$ cat src/rtl/serial_subtractor_ctrl.sv
// Bit-serial unsigned subtractor: one 1-bit borrow cell reused LSB-first over WIDTH cycles,
// with a start/busy/done handshake and registered result and final borrow.
module serial_subtractor_ctrl #(
  parameter int unsigned WIDTH = 8
) (
  input  logic             clk,
  input  logic             rst,
  input  logic             start,
  input  logic [WIDTH-1:0] x,
  input  logic [WIDTH-1:0] y,
  output logic             busy,
  output logic             done,
  output logic [WIDTH-1:0] diff,
  output logic             c_out
);

  localparam int unsigned CNT_W = $clog2(WIDTH) + 1;

  typedef enum logic [1:0] {
    IDLE = 2'd0,
    RUN  = 2'd1,
    DONE = 2'd2
  } state_t;

  state_t             state, state_n;
  logic [WIDTH-1:0]   a_q, a_n;
  logic [WIDTH-1:0]   b_q, b_n;
  logic               borrow_q, borrow_n;
  logic [CNT_W-1:0]   count_q, count_n;
  logic [WIDTH-1:0]   diff_n;
  logic               c_out_n;
  logic               busy_n;
  logic               done_n;

  logic               a_bit, b_bit;
  logic               cell_d, cell_bout;

  // Operand bit selection for the current count (decoded to keep index widths exact)
  always_comb begin
    a_bit = 1'b0;
    b_bit = 1'b0;
    for (int unsigned i = 0; i < WIDTH; i++) begin
      if (count_q == CNT_W'(i)) begin
        a_bit = a_q[i];
        b_bit = b_q[i];
      end
    end
  end

  // The single shared 1-bit subtractor cell
  assign cell_d    = a_bit ^ b_bit ^ borrow_q;
  assign cell_bout = (~a_bit & b_bit) | (~(a_bit ^ b_bit) & borrow_q);

  // Next-state and next-output logic
  always_comb begin
    state_n  = state;
    a_n      = a_q;
    b_n      = b_q;
    borrow_n = borrow_q;
    count_n  = count_q;
    diff_n   = diff;
    c_out_n  = c_out;
    busy_n   = 1'b0;
    done_n   = 1'b0;

    case (state)
      IDLE: begin
        if (start) begin
          a_n      = x;
          b_n      = y;
          borrow_n = 1'b0;
          count_n  = '0;
          state_n  = RUN;
          busy_n   = 1'b1;
        end
      end
      RUN: begin
        for (int unsigned i = 0; i < WIDTH; i++) begin
          if (count_q == CNT_W'(i)) begin
            diff_n[i] = cell_d;
          end
        end
        borrow_n = cell_bout;
        count_n  = count_q + CNT_W'(1);
        if (count_q == CNT_W'(WIDTH - 1)) begin
          c_out_n = cell_bout;
          state_n = DONE;
          done_n  = 1'b1;
        end else begin
          busy_n  = 1'b1;
        end
      end
      DONE: begin
        state_n = IDLE;
      end
      default: begin
        state_n = IDLE;
      end
    endcase
  end

  // State and datapath registers
  always_ff @(posedge clk) begin
    if (rst) begin
      state    <= IDLE;
      a_q      <= '0;
      b_q      <= '0;
      borrow_q <= 1'b0;
      count_q  <= '0;
      diff     <= '0;
      c_out    <= 1'b0;
      busy     <= 1'b0;
      done     <= 1'b0;
    end else begin
      state    <= state_n;
      a_q      <= a_n;
      b_q      <= b_n;
      borrow_q <= borrow_n;
      count_q  <= count_n;
      diff     <= diff_n;
      c_out    <= c_out_n;
      busy     <= busy_n;
      done     <= done_n;
    end
  end

endmodule

$ cat config.mk
export PLATFORM = sky130hd
export DESIGN_NAME = serial_subtractor_ctrl
export DESIGN_NICKNAME = d
export VERILOG_FILES = /design/src/rtl/serial_subtractor_ctrl.sv
export SDC_FILE = /design/constraint.sdc
export NUM_CORES = 1
export LEC_CHECK = 0
export ABC_AREA = 1
export CAP_MARGIN = 20
export CORE_MARGIN = 3
export CORE_UTILIZATION = 61
export DETAILED_ROUTE_END_ITERATION = 10
export DONT_BUFFER_PORTS = 1
export PLACE_DENSITY_LB_ADDON = 0.2
export SLEW_MARGIN = 15
export SYNTH_ARGS = -nofsm -noshare
export SYNTH_HDL_FRONTEND = slang
export SYNTH_SLANG_ARGS = --single-unit
$ cat constraint.sdc
create_clock -name clk -period 2.6 [get_ports clk]
set_input_delay 0.39 -clock clk [delete_from_list [all_inputs] [get_ports clk]]
set_output_delay 0.39 -clock clk [all_outputs]
set_load 0.005 [all_outputs]
==> metrics, run 1 <==
pin count of the biggest net entering global routing 24; global-route wire length before repair 5560 um; shortest period the worst path allows about 2.4 ns; Post-DP HPWL around 2300 um; chip width about 57 um; CTS Buf Count 5; RSZ-0062 raised after global routing no; Max-Slew Margin vs Limit just under 70%; gpl congestion ~0.88; number of remaining DRC errors 0; core area roughly 2300 um2; Max Fanout on Critical Path 8; register area share after synthesis between 40% and 50%; CTS Root Cell clkbuf_4; DRT Pass-1 Iters 4; Fill cells ~220; CTS Buffer Depth 2; FF-to-FF setup slack 0.25 ns; Reg area between 600 and 700 um2; Pwr per Cell Area 645 nW/um2; vias in the first global route 1288; Area after DPL roughly 1600 um2; CP Class flip-flop to flip-flop; GR Overflow Total 0; Die Ht roughly 57 um; Highest Clock Rate roughly 420 MHz; Post-CTS Setup Bufs 0; Fin Clk Skew 0.0143 ns; die footprint 3250 um2; CTS tree done; post-layout util between 70% and 80%; overall routing resource usage a little over a fifth; area grow syn2layout 5.20%; crit start category flip-flop; Sum Neg Setup Slack 0 ns; starting density of the core approximately two thirds; initial DRC count 39; leak pwr a little over 0.0007 uW; initial antenna violation count 0; Worst Hold Path Cells 1; io pins 30; post-cts repair resize count 0; CP startpoint count_q[1]$_SDFFE_PP0P_; status finished, final reports clean; Crit path required time between 2 and 3 ns; Synth Net Count between 200 and 250; Total Nets Final roughly 250; RR Startpoint count_q[1]$_SDFFE_PP0P_; r2r worst-path depth 15; Synth Instances 222; antenna viol nets, final 0; Clock Sinks 34; worst skew pair latency around 0.34 ns; CTS H-Tree Depth 2; Setup crit end diff[2]$_SDFFE_PP0P_; FF-to-FF End diff[2]$_SDFFE_PP0P_; hold_buf cts 0; post-route cell area ~1700 um2; # rows 17; PortBufs 0; Mean Syn Cell Area slightly above 7 um2; post-synthesis register bit count 34; via density per instance between 5 and 6; worst slew pin tran around 0.46 ns; peak supply drop about 0.46 mV; Final Slew Violations 0; routed vias roughly 1.4k; YS warnings 0; max_cap viols 0; worst hold path type input pin to flip-flop; share of cells above drive strength 1 12.2%; clk slew on worst S/H paths roughly 0.11 ns; CP endpoint kind flip-flop; mapped cell area about 1600 um2; crit path DAT between 2 and 3 ns; diode count 0; Avg WL per Cell 13.0 um; period utilization ~91%; count of cell types in the netlist 24; final WL roughly 3300 um; area of the multi-input gates between 700 and 800 um2; Hold Vio Cnt, Final 0; Final setup violation count 0
[worst max-delay path, stage by stage, from the launching register on]
cell     delay, ns
dfxtp_2       0.38
inv_1         0.08
ha_1          0.24
nor2_1        0.12
nand3_1       0.07
nand3_1       0.07
nand2_1       0.05
nand2_1       0.05
nand2_1       0.05
nand2_1       0.06
nand2_1       0.05
nand2_1       0.05
nand2_1       0.07
fa_2          0.63
nand4_1       0.12
a21oi_1       0.18
[cell usage after synthesis, drive strengths merged]
| cell | number | area [um2] |
|---|---|---|
| dfxtp | 34 | 681 |
| nand3b | 2 | 15.0 |
| o21ai | 24 | 120 |
| a221oi | 1 | 8.76 |
| inv | 28 | 105 |
| buf | 4 | 20.0 |
| nand2 | 37 | 151 |
| nand4 | 3 | 18.8 |
| nand3 | 13 | 70.1 |
| clkbuf | 4 | 15.0 |
| fa | 1 | 20.0 |
| ha | 4 | 50.1 |
| or2 | 2 | 12.5 |
| a211oi | 1 | 7.51 |
| nor2 | 48 | 210 |
| a21oi | 16 | 83.8 |
[kinds of logic after synthesis]
family | Yosys count | share of synthesized area [%]
flops | 34 | 42.8
fa+ha+maj | 5 | 4.41
buf+inv | 36 | 8.82
compound gates | 42 | 13.9
simple gates | 105 | 30.1
[layout by cell type, fill, tap and decap left out, types with 3 or more instances in the layout]
master,count
nand4_1,3
ha_1,4
nor2_1,42
inv_2,3
nor2_4,3
o21ai_0,22
inv_1,25
nand3_1,12
nor2_2,3
a21oi_1,15
nand2_1,34
dfxtp_1,32
clkbuf_4,5
[sequential cells by signal, summed over array words and instances (netlist names)]
signal and flops:
a_q 8, busy 1, b_q 8, state 2, count_q 4, c_out 1
done 1, diff 8, borrow_q 1
[worst min path at each step]
stage,endpoint,startpoint
floorplan,a_q[0]$_SDFFE_PP0P_,a_q[0]$_SDFFE_PP0P_
global placement,borrow_q$_SDFFE_PP0P_,borrow_q$_SDFFE_PP0P_
detailed placement,a_q[0]$_SDFFE_PP0P_,a_q[0]$_SDFFE_PP0P_
CTS,diff[4]$_SDFFE_PP0P_,rst
global route,diff[4]$_SDFFE_PP0P_,rst
finish,diff[5]$_SDFFE_PP0P_,rst
[where the power goes]
group	internal, uW	leakage [uW]	switching [uW]
combinational	44.6	0.000386	86.5
sequential	550	0.000279	16.4
clock	199	0.0000450	182
total	793	0.000711	285
[routing by layer]
metal	track usage [%]	routed length, um	vias to the layer above
li1	-	-	703
met1	25.8	1490	605
met2	35.9	1490	48
met3	7.24	232	8
met4	7.62	42	0
met5	0	0	-
[metrics by stage]
stage	total power [uW]	hold slack [ns]	setup slack (ns)	instances
after floorplan	683	0.430	0.488	222
after global placement	698	0.449	0.266	242
after detailed placement	705	0.454	0.219	242
after CTS	1080	0.102	0.149	250
after global routing	1130	0.0791	0.0195	250
final	1080	0.0972	0.246	250
[final cells by class]
type	count	share of cell area [%]
well taps	28	2.10
clock inverters	3	2.40
inverters	28	6.29
multi-input cells	152	46.1
flip-flops and latches	34	40.9
clock buffers	5	2.25
Power figures use the tool's default switching activity.
==> inputs of run 2 (changes only) <==
--- a/config.mk
+++ b/config.mk
@@ -8,7 +8,7 @@
 export ABC_AREA = 1
 export CAP_MARGIN = 20
 export CORE_MARGIN = 3
-export CORE_UTILIZATION = 61
+export CORE_UTILIZATION = 44
 export DETAILED_ROUTE_END_ITERATION = 10
 export DONT_BUFFER_PORTS = 1
 export PLACE_DENSITY_LB_ADDON = 0.2
==> run 2 against run 1 <==
Compared with the run above: first-iteration DRC count up 54%; via count down 3.9%; combinational power about the same; worst setup slack better by 0.040 ns; final cell count up 7.2%; clock skew down 0.0065 ns; critical path depth unchanged.
==> metrics, run 2 (synthesis results as in run 1) <==
CTS Root Cell clkbuf_4; hold_buf cts 0; Die Ht 66.1 um; CTS tree done; crit path DAT approximately 2.6 ns; CP startpoint count_q[0]$_SDFFE_PP0P_; initial DRC count 60; via density per instance between 4 and 5; vias in the first global route approximately 1.2k; chip width 66.1 um; RR Startpoint count_q[0]$_SDFFE_PP0P_; r2r worst-path depth 15; core area roughly 3400 um2; Regs by FF count a_q: 8 flops, b_q: 8 flops, diff: 8 flops; most frequent CP cell nand2_1; peak supply drop 0.329 mV; Max-Slew Margin vs Limit about two thirds; GRT met1 Usage a little under a quarter; Final Slew Violations 0; DRT Pass-1 Iters 4; gr busiest metal met2; leak pwr between 0.0007 and 0.0008 uW; number of remaining DRC errors 0; area grow syn2layout 5.43%; Worst path top cell family by delay adder cells; Hold Vio Cnt, Final 0; crit start category flip-flop; worst hold path type input pin to flip-flop; Fill cells 363; shortest period the worst path allows roughly 2.3 ns; max_cap viols 0; CP Cell Sequence inv_1 > ha_1 > nand3b_1 > nand2_1 > inv_1 > nand2_1 > nand2_1 > nand2_1 > nand2_1 > nand2_1 > nand2_1 > nand2_1 > fa_2 > nand3_1 > a21oi_1; CTS Buf Count 5; overall routing resource usage between 10% and 20%; initial antenna violation count 0; critical path depth 15; diode count 0; CTS Buffer Depth 2; Crit path required time roughly 2.9 ns; CP endpoint kind flip-flop; # rows 21; crit path buf inv count 2; Clock Sinks 34; worst skew pair latency approximately 0.33 ns; commonest non-fill, non-tap cell in the layout nor2_1; io pins 30; PortBufs 0; Max Fanout on Critical Path 8; CP Class flip-flop to flip-flop; Avg WL per Cell between 10 and 15 um; starting density of the core around 47%; Setup crit end diff[3]$_SDFFE_PP0P_; share of cells above drive strength 1 between 10% and 20%; routed vias between 1k and 1.5k; clk slew on worst S/H paths between 0.1 and 0.15 ns; Pwr per Cell Area ~600 nW/um2; Highest Clock Rate 432 MHz; GR Overflow Total 0; status finished, final reports clean; Sum Neg Setup Slack 0 ns; Worst Hold Path Cells 1; Area after DPL 1610 um2; final WL approximately 3200 um; global-route wire length before repair 5640 um; Slowest cell on crit path fa_2; most frequent cells in the layout 42 x nor2_1, 34 x nand2_1, 33 x dfxtp_1; met3 global-route usage a little over 5%; worst slew pin tran 0.503 ns; RSZ-0062 raised after global routing no; post-route cell area ~1700 um2; antenna viol nets, final 0; CP peak stage delay between 0.6 and 0.7 ns; CTS H-Tree Depth 2; Post-DP HPWL around 2300 um; period utilization ~89%; pin count of the biggest net entering global routing 24; Final setup violation count 0; FF-to-FF End diff[3]$_SDFFE_PP0P_; gpl congestion about 0.8; met2 Use GR between 20 and 25%; Total Nets Final 245; post-layout util around half; FF-to-FF setup slack between 0.2 and 0.3 ns; die footprint between 4000 and 5000 um2; Fin Clk Skew a little under 0.008 ns
==> run 2: cell count changes in the layout (fill, tap and decap cells not counted) <==
cell       before  now
bufinv_16       1    0
dfxtp_2         2    1
dfxtp_1        32   33
clkinv_2        2    1
clkbuf_8        0    1
clkbuf_1        0    1
==> run 2: repair_timing <==
item | 4_1_cts | 5_1_grt
setup buffers | 0 | 0
gates resized for setup | 0 | 2
setup endpoints to repair | 0 | 7
==> run 2: cell type report <==
| cell class | count | area (um2) | share of cell area, % |
|---|---|---|---|
| Sequential cell | 34 | 682 | 40.7 |
| Clock buffer | 7 | 55.1 | 3.29 |
| Inverter | 28 | 105 | 6.27 |
| Clock inverter | 1 | 5.00 | 0.299 |
| Multi-Input combinational cell | 152 | 771 | 46.0 |
| Tap cell | 46 | 57.6 | 3.44 |
==> run 2: worst min-delay path by stage <==
stage                                      from                    end  slack [ns]
after floorplan             a_q[0]$_SDFFE_PP0P_    a_q[0]$_SDFFE_PP0P_        0.43
after global placement      a_q[0]$_SDFFE_PP0P_    a_q[0]$_SDFFE_PP0P_        0.45
after detailed placement  borrow_q$_SDFFE_PP0P_  borrow_q$_SDFFE_PP0P_        0.45
after CTS                                   rst   diff[6]$_SDFFE_PP0P_        0.09
after global routing                        rst   diff[6]$_SDFFE_PP0P_        0.07
final                                       rst   diff[6]$_SDFFE_PP0P_        0.11
==> run 2: routing by layer <==
layer | up-vias | part of all wire, %
met4 | 0 | 1.5
met1 | 574 | 49
met5 | - | 0
met2 | 31 | 43
met3 | 5 | 6.1
li1 | 701 | -
==> run 2: through the flow <==
stage          setup WS (ns)  cells  hold slack, ns  total power, uW
2_1_floorplan          0.488    222           0.430              683
3_3_place_gp           0.237    260           0.449              703
3_5_place_dp           0.229    260           0.453              706
4_1_cts                0.204    268          0.0948             1010
5_1_grt               0.0379    268          0.0745             1070
6_report               0.286    268           0.107             1000
==> run 2: power breakdown <==
group | total [uW] | switching (uW) | internal [uW]
logic | 130 | 85.4 | 44.8
clock network | 308 | 177 | 131
registers | 565 | 15.5 | 549
total | 1000 | 278 | 725
==> inputs of run 3 (changes only) <==
--- a/config.mk
+++ b/config.mk
@@ -9,9 +9,11 @@
 export CAP_MARGIN = 20
 export CORE_MARGIN = 3
 export CORE_UTILIZATION = 44
+export CTS_CLUSTER_DIAMETER = 120
 export DETAILED_ROUTE_END_ITERATION = 10
 export DONT_BUFFER_PORTS = 1
 export PLACE_DENSITY_LB_ADDON = 0.2
+export SETUP_SLACK_MARGIN = 0.02
 export SLEW_MARGIN = 15
 export SYNTH_ARGS = -nofsm -noshare
 export SYNTH_HDL_FRONTEND = slang
==> results of run 3 <==
Same layout as run 2: the final DEF is identical, and so are final timing and power.
